$ cat config.mk
export PLATFORM = sky130hd
export DESIGN_NAME = td4_sequencer_flat
export DESIGN_NICKNAME = d
export VERILOG_FILES = /design/src/rtl/td4_sequencer_pkg.sv /design/src/rtl/td4_sequencer_if.sv /design/src/rtl/td4_sequencer.sv /design/src/flat_wrapper.sv
export SDC_FILE = /design/constraint.sdc
export NUM_CORES = 1
export LEC_CHECK = 0
export ABC_AREA = 1
export CAP_MARGIN = 20
export CORE_UTILIZATION = 41
export DETAILED_ROUTE_END_ITERATION = 8
export MAX_ROUTING_LAYER = met4
export PLACE_DENSITY = 0.76
export SLEW_MARGIN = 0
export SYNTH_ARGS = -nofsm -noshare
export SYNTH_HDL_FRONTEND = slang
export SYNTH_SLANG_ARGS = --single-unit
$ cat constraint.sdc
create_clock -name clk_i -period 1.4 [get_ports clk_i]
set_input_delay 0.28 -clock clk_i [delete_from_list [all_inputs] [get_ports clk_i]]
set_output_delay 0.28 -clock clk_i [all_outputs]
set_load 0.02 [all_outputs]
$ cat src/rtl/td4_sequencer_pkg.sv
// ----------------------------------------------------------------------------
// td4_sequencer_pkg
// Shared definitions for the TD4 fetch/execute sequencer: bus widths, the
// bit positions of the decoder load vector, the controller state encoding and
// a small PC helper.
// ----------------------------------------------------------------------------
package td4_sequencer_pkg;

    localparam int INSTR_W = 8;   // instruction word width
    localparam int ADDR_W  = 4;   // program address width
    localparam int LOAD_W  = 4;   // load vector width {PC,OUT,B,A}

    // Bit positions inside the decoder load vector / write strobes
    localparam int LD_A   = 0;
    localparam int LD_B   = 1;
    localparam int LD_OUT = 2;
    localparam int LD_PC  = 3;

    typedef enum logic [1:0] {
        ST_IDLE  = 2'b00,
        ST_FETCH = 2'b01,
        ST_EXEC  = 2'b10,
        ST_HALT  = 2'b11
    } seq_state_e;

    // Sequential successor of a program address; wraps F -> 0 naturally.
    function automatic logic [ADDR_W-1:0] pc_incr(input logic [ADDR_W-1:0] pc);
        return pc + {{(ADDR_W-1){1'b0}}, 1'b1};
    endfunction

endpackage

$ cat src/rtl/td4_sequencer_if.sv
// ----------------------------------------------------------------------------
// td4_sequencer_if
// Program ROM fetch bus between the sequencer (master) and the ROM (slave).
//   rom_req   master -> slave  fetch request, held until acknowledged
//   rom_addr  master -> slave  fetch address (program counter)
//   rom_ack   slave  -> master rom_data valid this cycle
//   rom_data  slave  -> master instruction word
// ----------------------------------------------------------------------------
interface td4_sequencer_if;
    import td4_sequencer_pkg::*;

    logic               rom_req;
    logic [ADDR_W-1:0]  rom_addr;
    logic               rom_ack;
    logic [INSTR_W-1:0] rom_data;

    modport master (
        output rom_req,
        output rom_addr,
        input  rom_ack,
        input  rom_data
    );

    modport slave (
        input  rom_req,
        input  rom_addr,
        output rom_ack,
        output rom_data
    );

endinterface

$ cat src/rtl/td4_sequencer.sv
// ----------------------------------------------------------------------------
// td4_sequencer
// Multi-cycle fetch/execute controller for the TD4 4-bit CPU. Owns the program
// counter, the instruction register and the carry flag. Fetches one
// instruction over the ROM req/ack bus, then spends exactly one EXEC cycle in
// which the decoder's load vector is passed out as write strobes. Supports
// free-running, single-step (rising edge of step_i) and a sticky halt on
// jump-to-self or on a ROM timeout.
//
// Ports
//   clk_i        system clock, rising edge
//   rst_ni       synchronous reset, active low
//   run_i        level, 1 = fetch/execute continuously
//   step_i       rising edge in IDLE executes one instruction
//   rom          td4_sequencer_if.master fetch bus
//   command_o    instruction register, to decoder
//   cflag_o      carry flag register, to decoder
//   dec_load_i   decoder load vector {PC,OUT,B,A}
//   alu_carry_i  adder carry for the current instruction
//   pc_in_i      ALU result, jump target when dec_load_i[LD_PC]
//   load_en_o    one-cycle write strobes {PC,OUT,B,A}
//   pc_o         program counter
//   halted_o     sticky halt flag
//   fault_o      sticky ROM timeout flag
// ----------------------------------------------------------------------------
module td4_sequencer
    import td4_sequencer_pkg::*;
#(
    parameter int TIMEOUT = 15   // FETCH cycles without ack before fault (1..255)
) (
    input  logic               clk_i,
    input  logic               rst_ni,
    input  logic               run_i,
    input  logic               step_i,
    td4_sequencer_if.master    rom,
    output logic [INSTR_W-1:0] command_o,
    output logic               cflag_o,
    input  logic [LOAD_W-1:0]  dec_load_i,
    input  logic               alu_carry_i,
    input  logic [ADDR_W-1:0]  pc_in_i,
    output logic [LOAD_W-1:0]  load_en_o,
    output logic [ADDR_W-1:0]  pc_o,
    output logic               halted_o,
    output logic               fault_o
);

    localparam logic [7:0] TMO_LIM = 8'(TIMEOUT);

    seq_state_e         state_q, state_d;
    logic [ADDR_W-1:0]  pc_q, pc_d;
    logic [INSTR_W-1:0] ir_q, ir_d;
    logic               cflag_q, cflag_d;
    logic               halted_q, halted_d;
    logic               fault_q, fault_d;
    logic [7:0]         tmo_q, tmo_d;
    logic               step_q;

    logic               step_rise;
    logic               jump_self;
    logic               fetch_expire;
    logic               rom_req;
    logic [LOAD_W-1:0]  load_en;

    // step_q is the previous sample of step_i; only a 0->1 transition counts.
    assign step_rise    = step_i & ~step_q;
    // A jump whose target is the current address can never make progress.
    assign jump_self    = dec_load_i[LD_PC] && (pc_in_i == pc_q);
    // The cycle that would bring the miss count up to TIMEOUT is the last one.
    assign fetch_expire = ((tmo_q + 8'd1) == TMO_LIM);

    // ------------------------------------------------------------------
    // FSM: state register
    // ------------------------------------------------------------------
    always_ff @(posedge clk_i) begin
        if (!rst_ni) begin
            state_q <= ST_IDLE;
        end else begin
            state_q <= state_d;
        end
    end

    // ------------------------------------------------------------------
    // FSM: next-state logic
    // ------------------------------------------------------------------
    always_comb begin
        state_d = state_q;
        unique case (state_q)
            ST_IDLE: begin
                // RUN and a STEP edge together still start a single fetch.
                if (run_i || step_rise) begin
                    state_d = ST_FETCH;
                end
            end
            ST_FETCH: begin
                if (rom.rom_ack) begin
                    state_d = ST_EXEC;
                end else if (fetch_expire) begin
                    state_d = ST_HALT;
                end
            end
            ST_EXEC: begin
                // RUN is looked at only here, so dropping it mid-fetch still
                // lets the current instruction finish.
                if (jump_self) begin
                    state_d = ST_HALT;
                end else if (run_i) begin
                    state_d = ST_FETCH;
                end else begin
                    state_d = ST_IDLE;
                end
            end
            ST_HALT: begin
                state_d = ST_HALT;
            end
            default: begin
                state_d = ST_IDLE;
            end
        endcase
    end

    // ------------------------------------------------------------------
    // FSM: outputs
    // ------------------------------------------------------------------
    always_comb begin
        rom_req = 1'b0;
        load_en = '0;
        unique case (state_q)
            ST_FETCH: rom_req = 1'b1;
            ST_EXEC:  load_en = dec_load_i;
            default: begin
                rom_req = 1'b0;
                load_en = '0;
            end
        endcase
    end

    // ------------------------------------------------------------------
    // PC / IR / flags next-state
    // ------------------------------------------------------------------
    always_comb begin
        pc_d     = pc_q;
        ir_d     = ir_q;
        cflag_d  = cflag_q;
        halted_d = halted_q;
        fault_d  = fault_q;
        tmo_d    = tmo_q;
        unique case (state_q)
            ST_FETCH: begin
                if (rom.rom_ack) begin
                    ir_d  = rom.rom_data;
                    tmo_d = 8'd0;
                end else begin
                    tmo_d = tmo_q + 8'd1;
                    if (fetch_expire) begin
                        fault_d  = 1'b1;
                        halted_d = 1'b1;
                    end
                end
            end
            ST_EXEC: begin
                // Carry is captured every instruction, so a JNC always sees
                // the carry of the instruction before it.
                cflag_d = alu_carry_i;
                if (jump_self) begin
                    halted_d = 1'b1;
                end else if (dec_load_i[LD_PC]) begin
                    pc_d = pc_in_i;
                end else begin
                    pc_d = pc_incr(pc_q);
                end
            end
            default: begin
                pc_d = pc_q;
            end
        endcase
    end

    // ------------------------------------------------------------------
    // PC / IR / flags registers
    // ------------------------------------------------------------------
    always_ff @(posedge clk_i) begin
        if (!rst_ni) begin
            pc_q     <= '0;
            ir_q     <= '0;
            cflag_q  <= 1'b0;
            halted_q <= 1'b0;
            fault_q  <= 1'b0;
            tmo_q    <= 8'd0;
            step_q   <= 1'b0;
        end else begin
            pc_q     <= pc_d;
            ir_q     <= ir_d;
            cflag_q  <= cflag_d;
            halted_q <= halted_d;
            fault_q  <= fault_d;
            tmo_q    <= tmo_d;
            step_q   <= step_i;
        end
    end

    assign rom.rom_req  = rom_req;
    assign rom.rom_addr = pc_q;
    assign load_en_o    = load_en;
    assign command_o    = ir_q;
    assign cflag_o      = cflag_q;
    assign pc_o         = pc_q;
    assign halted_o     = halted_q;
    assign fault_o      = fault_q;

endmodule

$ cat src/flat_wrapper.sv
// flat-port wrapper written by rule: the top's interface ports become plain ports
module td4_sequencer_flat import td4_sequencer_pkg::*;
#(
    parameter int TIMEOUT = 15                                                    
)
  (clk_i, rst_ni, run_i, step_i, command_o, cflag_o, dec_load_i, alu_carry_i, pc_in_i, load_en_o, pc_o, halted_o, fault_o, rom_rom_req, rom_rom_addr, rom_rom_ack, rom_rom_data);
  td4_sequencer_if rom_i ();
  input  logic clk_i;
  input  logic rst_ni;
  input  logic run_i;
  input  logic step_i;
  output logic [INSTR_W-1:0] command_o;
  output logic cflag_o;
  input  logic [LOAD_W-1:0] dec_load_i;
  input  logic alu_carry_i;
  input  logic [ADDR_W-1:0] pc_in_i;
  output logic [LOAD_W-1:0] load_en_o;
  output logic [ADDR_W-1:0] pc_o;
  output logic halted_o;
  output logic fault_o;
  output wire logic [$bits(rom_i.rom_req)-1:0] rom_rom_req;
  output wire logic [$bits(rom_i.rom_addr)-1:0] rom_rom_addr;
  input wire logic [$bits(rom_i.rom_ack)-1:0] rom_rom_ack;
  input wire logic [$bits(rom_i.rom_data)-1:0] rom_rom_data;
  assign rom_rom_req = rom_i.rom_req;
  assign rom_rom_addr = rom_i.rom_addr;
  assign rom_i.rom_ack = rom_rom_ack;
  assign rom_i.rom_data = rom_rom_data;
  td4_sequencer #(.TIMEOUT(TIMEOUT)) u_core (.clk_i(clk_i), .rst_ni(rst_ni), .run_i(run_i), .step_i(step_i), .rom(rom_i), .command_o(command_o), .cflag_o(cflag_o), .dec_load_i(dec_load_i), .alu_carry_i(alu_carry_i), .pc_in_i(pc_in_i), .load_en_o(load_en_o), .pc_o(pc_o), .halted_o(halted_o), .fault_o(fault_o));
endmodule
==> run_results.csv <==
group,metric,value,unit
placed_design,dp_hpwl,2454,µm
pwr,seq_power_share,45.5,%
routing,drcViolationCount,0,
worst_setup_path,crit_slowest_cell,"dfxtp_2",
routing,via_count,1484,
final_layout,stdcell_area,2148,µm²
pwr,comb_power_share,24.8,%
routing,routed_wire_length_per_instance,11.36,µm
final_layout,nets,296,
synthesis,ys_top_cells_by_area,"dfxtp_1 (38%), nand2_1 (16%), a21oi_1 (7.3%)",
die,die_h,59.86,µm
worst_setup_path,worstPathCellList,"inv_2 > nor2_4 > inv_4 > nor2_1 > buf_4",
pwr,switching_share,27.63,%
global_routing,grt_pass1_wl,5368,µm
timing,worst_pin_slew,0.2850,ns
clocking,clk_pin_slew,0.14,ns
pwr,peakVddDrop,559.2,µV
worst_setup_path,slowest_delay,0.36,ns
global_routing,antenna_found_initial,0,
die,io_pins,46,
final_layout,syn_to_final_growth,56.52,%
placed_design,pre_cts_slack,-0.3993,ns
worst_setup_path,crit_path_end_kind,"output port",
routing,dr.first_iter.drc_count,57,
synthesis,ys_warn_count,0,
global_routing,grt_util_all_layers,20.12,%
timing,timing.fmax,0.7058,GHz
clocking,clkSinkCount,26,
pwr,total_power,1.761,mW
routing,antenna_left,0,
run_status,status,"finished with violations",
die,core-area,3103,µm²
die,die_area,3583,µm²
clocking,htreeDepth,1,
run_status,violations,"negative setup slack",
synthesis,synthAdderAreaFrac,2.735,%
pwr,clkPwrFrac,29.7,%
clocking,cts_hold_buf,0,
timing,setup_slack,-0.01683,ns
worst_setup_path,path_class,"register to output port",
clocking,tritoncts,"built",
clocking,insertion_delay,0.33,ns
synthesis,syn_area,1373,µm²
routing,firstDrtPassIters,4,
synthesis,synth_xor_area_share,1.276,%
synthesis,async_reset_ff_share,0,%
die,die_w,59.86,µm
global_routing,grt_pass1_vias,1251,
routing,vias_per_cell,4.726,
timing,final-hold-violation-count,0,
timing,setup_viol,2,
job,max_cap_violations,0,
placed_design,place_area,1973,µm²
clocking,clockRootBuffer,"clkbuf_4",
synthesis,synth_top_cell_by_area,"dfxtp_1",
pwr,power_density,819.7,nW/µm²
worst_setup_path,r2r_slack,0.02,ns
worst_setup_path,cp_max_fo,5,
clocking,clock_path_buffers,2,
synthesis,synth.mux.area_fraction,0,%
global_routing,overflow,0,
synthesis,yosys.area_share.simple,32.91,%
clocking,numCtsBuffers,3,
die,rows,20,
placed_design,port_buffers,45,
timing,finalCritPeriodShare,101.2,%
final_layout,utilization,69.23,%
synthesis,ys.flop_type,"dfxtp_1",
timing,holdWs,0.4694,ns
synthesis,synth_fp_nets,230,
worst_hold_path,hold_path_class,"register to register",
worst_setup_path,crit_arrival,1.14,ns
synthesis,synthCells,205,
routing,wirelength,3568,µm
pwr,cellInternalPower,1.275,mW
die,start_util,44.23,%
synthesis,synth_edf_count,0,
global_routing,grt_max_degree,19,
synthesis,ys_seq_area_share,37.92,%
pwr,leakagePower,0.9251,nW
synthesis,ys_types,27,
timing,clock_skew,0.007046,ns
worst_setup_path,cpLargestDelayFamily,"flip-flops",
final_layout,antenna_cells,0,
timing,drv_slew,0,
synthesis,yosys_register_bits,26,
synthesis,avgSynthCellArea,6.695,µm²
timing,relSlewSlack,80.94,%
worst_setup_path,crit_path_start_kind,"register",
placed_design,gp_congestion,0.8146,
final_layout,drive_gt1_share,28.15,%
timing,layout_min_cycle_time,1.417,ns
worst_setup_path,path_buf_inv,3,
pwr,switchingPower,0.4865,mW
worst_setup_path,worstPathRequired,1.12,ns
synthesis,synth_compound_area_share,14.04,%
synthesis,synth_top_area_share,37.92,%
timing,rsz0062_at_grt,"yes",
synthesis,synth_top_family_by_area,"simple AND/OR/NAND/NOR gates",
[worst min-delay path, stage by stage, from the launching register on]
cell and delay (ns):
dfxtp_1 0.33, nand2_1 0.06, a21oi_1 0.05
[cell usage after synthesis, drive strengths merged, types with 3 or more instances]
| cell type | count |
|---|---|
| nand2 | 59 |
| dfxtp | 26 |
| inv | 25 |
| nor2 | 24 |
| a21oi | 21 |
| nand3 | 19 |
| o21ai | 12 |
| buf | 8 |
| ha | 3 |
[area by class of cell]
type,instances,area (µm²)
fillers,283,954.7
multi-input cells,145,777.0
repair buffers,69,623.1
flip-flops and latches,26,535.5
inverters,26,105.1
well taps,44,55.05
clock inverters,1,30.03
clock buffers,3,22.52
[final timing paths]
kind                                          start                  end  cells after the start
worst max-delay path              u_core.state_q[1]         load_en_o[3]                      5
worst min-delay path            u_core.command_o[0]  u_core.command_o[0]                      2
worst max register to register    u_core.state_q[0]      u_core.tmo_q[1]                      9
worst min register to register  u_core.command_o[0]  u_core.command_o[0]                      2
[power by group through the flow]
stage          clock network (mW)  registers (mW)  logic [mW]
2_1_floorplan                   0           0.840       0.177
3_3_place_gp                    0           0.812       0.402
3_5_place_dp                    0           0.813       0.407
4_1_cts                     0.532           0.798       0.397
5_1_grt                     0.562           0.807       0.471
6_report                    0.522           0.802       0.437
[cells by family after synthesis]
| logic type | count (synthesis) |
|---|---|
| compound gates | 36 |
| fa+ha+maj | 3 |
| simple gates | 104 |
| xor+xnor | 2 |
| flops | 26 |
| buf+inv | 34 |
[per-stage QoR]
stage,setup TNS [ns],instances
after detailed placement,-4.888,306
after global placement,-4.161,306
after global routing,-0.5996,314
final,-0.02242,314
after CTS,-0.1458,311
after floorplan,0,205
[flip-flops by register name, indices dropped and copies added, names as in the netlist]
signal            count
u_core.tmo_q          8
u_core.step_q         1
u_core.cflag_o        1
u_core.command_o      8
u_core.fault_o        1
u_core.state_q        2
u_core.pc_o           4
u_core.halted_o       1
[layer usage]
metal / track usage (%) / up-vias / share of wire (%)
li1: - / 777 / -
met5: - / - / 0
met3: 1.948 / 5 / 2.5
met2: 33.33 / 30 / 51
met1: 25.30 / 672 / 45
met4: 7.309 / 0 / 1.2
[what timing repair did]
action                                  CTS  global route
endpoints found under the setup margin   32            26
buffers inserted                          1             3
pin swaps                                 1             5
resized for setup                        65            32
[placed cells by master (no fill, tap or decap), types with 5 or more instances in the layout]
master,count
a21oi_1,18
buf_4,24
buf_6,5
clkdlybuf4s50_1,21
dfxtp_1,16
dfxtp_2,9
dlygate4sd2_1,15
inv_1,18
nand2_1,53
nand2_2,5
nand3_1,17
nor2_1,14
nor2_2,5
o21ai_0,11
Note: power is estimated with default switching activity, not from simulation.
==> RTL edit, RTL diff (same flow settings) <==
Encoding of `seq_state_e`: now one-hot (4 bits for 4 states).
--- a/src/rtl/td4_sequencer_pkg.sv
+++ b/src/rtl/td4_sequencer_pkg.sv
@@ -18,7 +18,7 @@
 
-    typedef enum logic [1:0] {
-        ST_IDLE  = 2'b00,
-        ST_FETCH = 2'b01,
-        ST_EXEC  = 2'b10,
-        ST_HALT  = 2'b11
+    typedef enum logic [3:0] {
+        ST_IDLE  = 4'b0001,
+        ST_FETCH = 4'b0010,
+        ST_EXEC  = 4'b0100,
+        ST_HALT  = 4'b1000
     } seq_state_e;
Formal check against the unedited RTL: same outputs for any inputs over 10 cycles, from zero or initial values and one cycle with rst_ni low; not proved beyond that.
==> RTL edit against the unedited design <==
  * Wire length up 31%
  * Total power up 15%
  * Setup slack worse by 0.076 ns
  * Highest routed layer unchanged
  * Global-route usage up 3.1 points
  * Synthesized cell count up 13%
  * Sequential cell count up 2
  * Utilization up 1.6 points
  * Area after synthesis up 14%
  * The flow still finishes with violations (setup timing)
  * First-iteration DRC count up 32%
  * Final area up 21%
  * Clock skew up 0.0077 ns
  * Largest cell class unchanged
  * Sequential power up 6.6%
==> RTL edit: results (changes against the unedited design) <==
** Power
- The combinational share of power is 25.9% (+1.1 points).
- The internal power is 1.46 mW (+15%).
- Reported leakage power :: 1.20 nW (+29%)
- Clock Power Share :: 32.0% (+2.3 points)
- Comb pwr :: 0.525 mW (+20%)

** Detailed routing
- Detailed-route wire length :: 4.68 mm (+31%)
- Number of DRC violations after detailed-routing iteration 0 :: 75 (+32%)
- Routed met1 length :: 1.95 mm (+21%)
- The routed wire length per instance came to 13.1 um (+15%).
- Number of vias in the routed layout :: 1,705 (+15%)
- Routed length on met2 :: 2.60 mm (+42%)

** Synth
- By count the netlist is led by sky130_fd_sc_hd__nand2_1, sky130_fd_sc_hd__dfxtp_1, sky130_fd_sc_hd__nor2_1.
- The xor and xnor fraction of the mapped netlist area was 0.562% (-0.71 points).
- Largest cells by area after synthesis :: sky130_fd_sc_hd__dfxtp_1, sky130_fd_sc_hd__nand2_1, sky130_fd_sc_hd__nor2_1, sky130_fd_sc_hd__a21oi_1, sky130_fd_sc_hd__inv_1
- The part of the Yosys area used for sequential elements was 36.0% (-2.0 points).
- The number of distinct library cell variants in the gate-level netlist after synthesis came to 28 (+3.7%).

** STA
- The smallest setup slack after layout came to -0.0928 ns (-0.0759 ns).
- The final count of negative-setup-slack endpoints came to 12 (+10).
- Max-slew headroom at the worst pin :: 82.9% (+2.0 points)
- The total negative slack was -0.709 ns (-0.686 ns).
- The worst setup skew after layout came to 0.0148 ns (+0.00773 ns).

** Global route
- Total GRT Usage :: 23.2% (+3.1 points)
- The met1 layer usage reported by global route is 26.8% (+1.5 points).
- The maximum number of pins on one net before global-route repair was 17 (-2).
- The met2 usage in global routing came to 41.5% (+8.2 points).

** Placed design
- The post-place setup slack was -0.385 ns (+0.0147 ns).
- Placed cell count :: 343 (+12%)
- Last weighted congestion value of the routability-driven placer :: 0.826 (+1.4%)
- HPWL Detailed :: 2.95 mm (+20%)

** Finish
- Fraction of layout cells with a size suffix above 1 :: 37.4% (+9.3 points)

** Status
- The final reports fail on setup timing.
- The flow ran to the end, but the final reports show violations.

** Clock tree
- CTS Root Cell :: sky130_fd_sc_hd__clkbuf_8
- Clock insertion delay at the later pin of the skew report :: 0.28 ns (-0.05 ns)
- The clock edge transition at the registers on the reported setup and hold paths came to 0.11 ns (-0.03 ns).

** Critical path
- Delay contributed by the slowest stage of the critical path :: 0.34 ns (-0.02 ns)
- Worst Path Arrival :: 1.21 ns (+0.07 ns)
[RTL edit: cell count changes after synthesis, moves of 3 or more]
cell,change
sky130_fd_sc_hd__inv_2,+8
sky130_fd_sc_hd__nand2_1,-3
sky130_fd_sc_hd__nand2_2,+5
sky130_fd_sc_hd__nand4_1,+3
sky130_fd_sc_hd__nor2_1,+7
[RTL edit: final cells by class]
type / count / area, um2
fillers: 280 / 1070
multi-input cells: 159 / 972
repair buffers: 83 / 772
flip-flops and latches: 28 / 574
inverters: 36 / 143
well taps: 48 / 60.1
clock buffers: 3 / 41.3
clock inverters: 1 / 30.0
[RTL edit: worst paths after layout]
check	end	cells past startpoint	from	slack [ns]
hold / removal	u_core.fault_o$_SDFFE_PN0P_	2	u_core.fault_o$_SDFFE_PN0P_	0.45
setup reg to reg	u_core.tmo_q[1]$_SDFFE_PN0P_	10	u_core.state_q[3]$_SDFFE_PN0P_	-0.09
setup / recovery	load_en_o[1]	6	u_core.state_q[0]$_SDFFE_PN1P_	-0.09
hold reg to reg	u_core.fault_o$_SDFFE_PN0P_	2	u_core.fault_o$_SDFFE_PN0P_	0.45
[RTL edit: cell families after synthesis]
family                     after synthesis
buffers and inverters                   44
and+or+nand+nor                        122
xor gates and xnor gates                 1
AOI/OAI and AO/OA                       33
DFF                                     28
adders and majority gates                3
[RTL edit: repair_timing]
action / in CTS / in global routing
buffers inserted: 8 / 6
endpoints found under the hold margin: 0 / 0
gates resized for setup: 82 / 39
endpoints found under the setup margin: 31 / 32
pin swaps: 15 / 12
[RTL edit: critical path, delay by kind of cell (launching register included)]
kind / cells / cell delay, ns
buf+inv: 3 / 0.27
flops: 1 / 0.34
simple gates: 3 / 0.32
